--- src/rtl/pc_sequencer.sv ---
// pc_sequencer: fetch-address sequencer for a simple in-order pipeline.
//
// Holds the current fetch PC and walks it forward by 4 each cycle. Stalls
// freeze it, halts park it, and redirects (exception / branch / jump) load
// a word-aligned target and squash younger instructions for one cycle.
//
// Ports
//   clk              single clock, rising edge
//   reset_n          asynchronous active-low reset
//   i_stall          hold current PC
//   i_branch_taken   redirect to i_branch_target
//   i_branch_target  branch destination
//   i_jump           redirect to i_jump_target
//   i_jump_target    jump destination
//   i_exception      redirect to EXC_VECTOR (highest priority)
//   i_halt           stop fetch
//   o_pc             current fetch address (registered)
//   o_pc_plus4       o_pc + 4, combinational, wraps at 2^32
//   o_valid          o_pc is a valid fetch this cycle (registered)
//   o_flush          squash younger IF/ID instructions (registered)
//   o_state          FSM state
//
// state | meaning
// ------+-----------------------------------------------------------
// BOOT  | first cycle out of reset, PC = RESET_PC, nothing fetched
// RUN   | normal fetch; PC advances by 4 unless stalled
// FLUSH | redirect cycle: PC holds the new target, younger ops squashed
// HALT  | fetch stopped; only an exception leaves this state

module pc_sequencer #(
    parameter logic [31:0] RESET_PC   = 32'h0000_0000,
    parameter logic [31:0] EXC_VECTOR = 32'h0000_0080
) (
    input  logic        clk,
    input  logic        reset_n,
    input  logic        i_stall,
    input  logic        i_branch_taken,
    input  logic [31:0] i_branch_target,
    input  logic        i_jump,
    input  logic [31:0] i_jump_target,
    input  logic        i_exception,
    input  logic        i_halt,
    output logic [31:0] o_pc,
    output logic [31:0] o_pc_plus4,
    output logic        o_valid,
    output logic        o_flush,
    output logic [1:0]  o_state
);

    typedef enum logic [1:0] {
        S_BOOT  = 2'd0,
        S_RUN   = 2'd1,
        S_FLUSH = 2'd2,
        S_HALT  = 2'd3
    } state_t;

    state_t      r_state;
    state_t      w_state_nxt;
    logic [31:0] r_pc;
    logic [31:0] w_pc_nxt;
    logic        r_valid;
    logic        w_valid_nxt;
    logic        r_flush;
    logic        w_flush_nxt;

    logic        w_redirect;
    logic [31:0] w_target_raw;
    logic [31:0] w_target;
    logic [31:0] w_exc_target;
    logic [31:0] w_pc_plus4;

    assign w_pc_plus4   = r_pc + 32'd4;
    assign w_redirect   = i_exception | i_branch_taken | i_jump;

    // Exception beats branch beats jump; only the winner is ever loaded.
    assign w_target_raw = i_exception    ? EXC_VECTOR      :
                          i_branch_taken ? i_branch_target :
                                           i_jump_target;
    assign w_target     = {w_target_raw[31:2], 2'b00};
    assign w_exc_target = {EXC_VECTOR[31:2], 2'b00};

    // State register
    always_ff @(posedge clk or negedge reset_n) begin
        if (!reset_n) begin
            r_state <= S_BOOT;
        end else begin
            r_state <= w_state_nxt;
        end
    end

    // Next-state logic
    always_comb begin
        w_state_nxt = S_BOOT;
        case (r_state)
            S_BOOT:  w_state_nxt = S_RUN;
            S_RUN: begin
                if (w_redirect)  w_state_nxt = S_FLUSH;
                else if (i_halt) w_state_nxt = S_HALT;
                else             w_state_nxt = S_RUN;
            end
            S_FLUSH: w_state_nxt = w_redirect ? S_FLUSH : S_RUN;
            S_HALT:  w_state_nxt = i_exception ? S_FLUSH : S_HALT;
            default: w_state_nxt = S_BOOT;
        endcase
    end

    // Output logic: next values of the registered outputs
    always_comb begin
        w_pc_nxt    = r_pc;
        w_valid_nxt = 1'b0;
        w_flush_nxt = 1'b0;
        case (r_state)
            S_BOOT: begin
                w_valid_nxt = 1'b1;
            end
            S_RUN: begin
                if (w_redirect) begin
                    w_pc_nxt    = w_target;
                    w_flush_nxt = 1'b1;
                end else if (i_halt) begin
                    w_valid_nxt = 1'b0;
                end else if (i_stall) begin
                    w_valid_nxt = 1'b1;
                end else begin
                    w_pc_nxt    = w_pc_plus4;
                    w_valid_nxt = 1'b1;
                end
            end
            S_FLUSH: begin
                // The target itself is fetched on the first RUN cycle, so the
                // PC is held here rather than advanced.
                if (w_redirect) begin
                    w_pc_nxt    = w_target;
                    w_flush_nxt = 1'b1;
                end else begin
                    w_valid_nxt = 1'b1;
                end
            end
            S_HALT: begin
                if (i_exception) begin
                    w_pc_nxt    = w_exc_target;
                    w_flush_nxt = 1'b1;
                end
            end
            default: begin
                w_pc_nxt = RESET_PC;
            end
        endcase
    end

    always_ff @(posedge clk or negedge reset_n) begin
        if (!reset_n) begin
            r_pc    <= RESET_PC;
            r_valid <= 1'b0;
            r_flush <= 1'b0;
        end else begin
            r_pc    <= w_pc_nxt;
            r_valid <= w_valid_nxt;
            r_flush <= w_flush_nxt;
        end
    end

    assign o_pc       = r_pc;
    assign o_pc_plus4 = w_pc_plus4;
    assign o_valid    = r_valid;
    assign o_flush    = r_flush;
    assign o_state    = r_state;

endmodule

--- config.mk ---
export PLATFORM = sky130hd
export DESIGN_NAME = pc_sequencer
export DESIGN_NICKNAME = d
export VERILOG_FILES = /design/src/rtl/pc_sequencer.sv
export SDC_FILE = /design/constraint.sdc
export NUM_CORES = 1
export LEC_CHECK = 0
export CAP_MARGIN = 20
export CORE_AREA = 2 2 106 108
export DETAILED_ROUTE_END_ITERATION = 10
export DIE_AREA = 0 0 108 110
export RECOVER_POWER = 25
export SYNTH_ARGS = -nofsm -noshare
export SYNTH_HDL_FRONTEND = slang
export SYNTH_SLANG_ARGS = --single-unit
--- constraint.sdc ---
create_clock -name clk -period 3.1 [get_ports clk]
set_input_delay 0.62 -clock clk [delete_from_list [all_inputs] [get_ports clk]]
set_output_delay 0.62 -clock clk [all_outputs]
set_load 0.01 [all_outputs]
==> results.py <==
metrics = {
    "clock_tree": {
        "cts_tree": "yes",
        "cts-root-buf": "clkbuf_8",
        "cts_buffers": 5,
        "htree_levels": 2,
        "cts.sinks": 34,
        "path_clk_slew_ns": 0.08,
        "clock_path_buffers": 2,
        "clock_latency_ns": 0.30,
    },
    "die": {
        "start_util_pct": 29.6,
        "ioPinCount": 139,
        "rows": 38,
        "die_x_um": 108,
        "fp.dieH_um": 110,
        "core_mm2": 0.0107,
        "die_area_mm2": 0.0119,
    },
    "synthesis": {
        "synth_area_leader_cell": "dfrtp_1",
        "synth_compound_area_share_pct": 22.3,
        "synth-xor-area-share_pct": 7.18,
        "ys_ff_latch": 34,
        "avgSynthCellArea_um2": 8.73,
        "ys_seq_area_share_pct": 26.8,
        "synthSimpleGateAreaFrac_pct": 20.0,
        "synth_cells": 363,
        "synth_top_family_by_area": "compound AO/OA/AOI/OAI gates",
        "synthFlopType": "dfrtp_1",
        "synthMuxAreaShare_pct": 13.6,
        "yosys.area.top_type_share_pct": 26.8,
        "synth_adder_area_share_pct": 1.97,
        "yosysWarnings": 0,
        "synthArstFlopShare_pct": 100,
        "synthTopCellsByArea": "dfrtp_1, mux2i_1, xnor2_1",
        "ys_types": 57,
        "synth_area_mm2": 0.00317,
        "synth-edff-count": 0,
    },
    "global_routing": {
        "grt_pass1_wl_mm": 17.1,
        "track_usage_pct": 18.4,
        "grt_overflow": 0,
        "grt_pass1_vias": 3376,
        "antenna_found_initial": 0,
        "grt_max_degree": 35,
    },
    "timing": {
        "skew_ns": 0.00463,
        "slew_headroom_pct": -29.9,
        "timing.setup.tns_ns": 0,
        "rsz0062_at_grt": "no",
        "max_freq_mhz": 335,
        "finalWorstSetupSlack_ns": 0.116,
        "fin_crit_ns": 2.98,
        "finalHoldViolCount": 0,
        "period_share_pct": 96.3,
        "finalSetupViolations": 0,
        "maxSlewViolCount": 35,
        "worst_slew_pin_slew_ns": 1.95,
    },
    "final_layout": {
        "fin_cells": 655,
        "final_area_mm2": 0.00503,
        "diodes": 0,
        "syn_to_final_growth_pct": 58.5,
        "layout.nets": 590,
        "layout-drive-gt1-share_pct": 14.8,
        "utilization_pct": 47.0,
    },
    "setup_path": {
        "cp_cell_sequence": "buf_4, nand4_1, buf_4, or4_1, xnor2_1, clkdlybuf4s50_1",
        "cp-start-kind": "register",
        "crit_fanout": 7,
        "critPathSlowestCell": "clkdlybuf4s50_1",
        "crit_top_cell": "buf_4",
        "crit_required_ns": 2.48,
        "max_stage_delay_ns": 0.55,
        "reg2reg_depth": 6,
        "cp-end-kind": "primary output",
        "worstPathArrival_ns": 2.36,
        "criticalPathCategory": "register to primary output",
    },
    "job": {
        "drv_cap": 1,
    },
    "drt": {
        "vias": 3424,
        "routed.top_layer": "met4",
        "drtIter0Drc": 162,
        "wire_per_inst_um": 16.5,
        "drtPass1Iterations": 4,
        "routed-wl-met2_mm": 5.24,
        "wl_met3_um": 807,
        "ant_nets": 0,
        "vias_per_cell": 5.23,
        "wl_mm": 10.8,
        "drc": 0,
        "wl_met1_mm": 4.66,
    },
    "place": {
        "hpwl_mm": 8.13,
        "port-buffer-count": 130,
        "dpl_worst_slack_ns": 0.132,
        "placed_area_mm2": 0.00480,
        "placed_cells": 642,
        "gp_congestion": 0.798,
    },
    "status": {
        "status": "complete, but fails checks",
        "violations": "max-capacitance violations, max-slew violations",
    },
    "pwr": {
        "p_leak_nw": 2.21,
        "seq_power_share_pct": 20.9,
        "vdd_drop_max_uv": 353,
        "p_sw_w": 0.00176,
        "switching_share_pct": 41.8,
        "p_int_w": 0.00246,
        "clock_power_share_pct": 12.2,
        "combPwrFrac_pct": 66.8,
        "p_per_area_mw_per_mm2": 840,
    },
    "hold_path": {
        "hold_path.class": "register to register",
        "hold_path_depth": 1,
    },
}
## cells in the mapped netlist (9+ instances only)
cell type and instances:
clkbuf_1 16, o211ai_1 17, nand2_1 18, a211oi_1 14, xnor2_1 20, inv_1 12, a21oi_1 11, mux2i_1 42
or3_1 13, dfrtp_1 34, nor2_1 11, nand3_1 16, nor3_1 11, buf_2 9, o21ai_0 13
## path summary, 6_finish.rpt
path | start | end | slack [ns]
max | o_pc[5]$_DFFE_PN0P_ | o_pc_plus4[17] | 0.12
max in group asynchronous | reset_n | o_pc[9]$_DFFE_PN0P_ | 0.99
min | o_pc[9]$_DFFE_PN0P_ | o_pc[9]$_DFFE_PN0P_ | 0.60
min in group asynchronous | reset_n | o_flush$_DFF_PN0_ | 0.86
min reg2reg | o_pc[9]$_DFFE_PN0P_ | o_pc[9]$_DFFE_PN0P_ | 0.60
max reg2reg | o_state[0]$_DFF_PN0_ | o_pc[10]$_DFFE_PN0P_ | 0.69
## cells in the final DEF, fill, tap and decap left out, types with 14 or more instances in the layout
master / n
a211oi_1: 14
buf_4: 48
clkdlybuf4s50_1: 114
dfrtp_1: 33
mux2i_1: 42
nand2_1: 18
nand3_1: 16
o211ai_1: 17
xnor2_1: 20
## stage by stage
stage | hold WS [ns] | power, W
2_1_floorplan | 0.324 | 0.00225
3_3_place_gp | 0.594 | 0.00370
3_5_place_dp | 0.613 | 0.00373
4_1_cts | 0.441 | 0.00426
5_1_grt | 0.629 | 0.00451
6_report | 0.598 | 0.00422
## worst max-delay path, delay by kind of cell, from the launching register on
kind / cells / cell delay [ns]
xor gates and xnor gates: 1 / 0.16
buffers and inverters: 3 / 0.89
DFF: 1 / 0.40
and+or+nand+nor: 2 / 0.62
## cell type report
class                      instances  area, um^2
clock buffer                       5        68.8
clock inverter                     3        68.8
fill                            1042        5670
inverter                          12        45.0
multi-input combinational        282        2120
sequential                        34         852
tap                              140         175
timing repair buffer             179        1690
## flip-flops by register name, indices dropped and copies added, names as in the netlist
| name | count |
|---|---|
| o_pc | 30 |
| o_state | 2 |
| o_flush | 1 |
| o_valid | 1 |
## kinds of logic (layout without fill, tap and decap cells)
group	Yosys count	count (layout)
simple gates	108	108
compound gates	96	96
buf+inv	50	199
mux	43	43
flops	34	34
xor+xnor	26	26
fa+ha+maj	5	5
other cells	1	4
## metal layers
layer	global-route usage [%]	vias to the layer above
li1	-	1658
met1	22.6	1641
met2	32.4	117
met3	4.23	8
met4	4.95	0
met5	0	-
## power groups by stage
stage                     Sequential, W  Combinational [W]  Clock (W)
after floorplan                 0.00101            0.00123          0
after global placement         0.000877            0.00282          0
after detailed placement       0.000891            0.00284          0
after CTS                      0.000880            0.00286   0.000520
after global routing           0.000911            0.00305   0.000546
final                          0.000883            0.00282   0.000516
## repair_timing
item / in CTS / in global routing
resized for setup: 5 / 15
setup buffers: 4 / 1
setup endpoints to repair: 5 / 14
endpoints found under the hold margin: 0 / 0
pin swaps: 2 / 3
gates cloned: 0 / 0
hold buffers: 0 / 0
(Power assumes the default switching activity.)
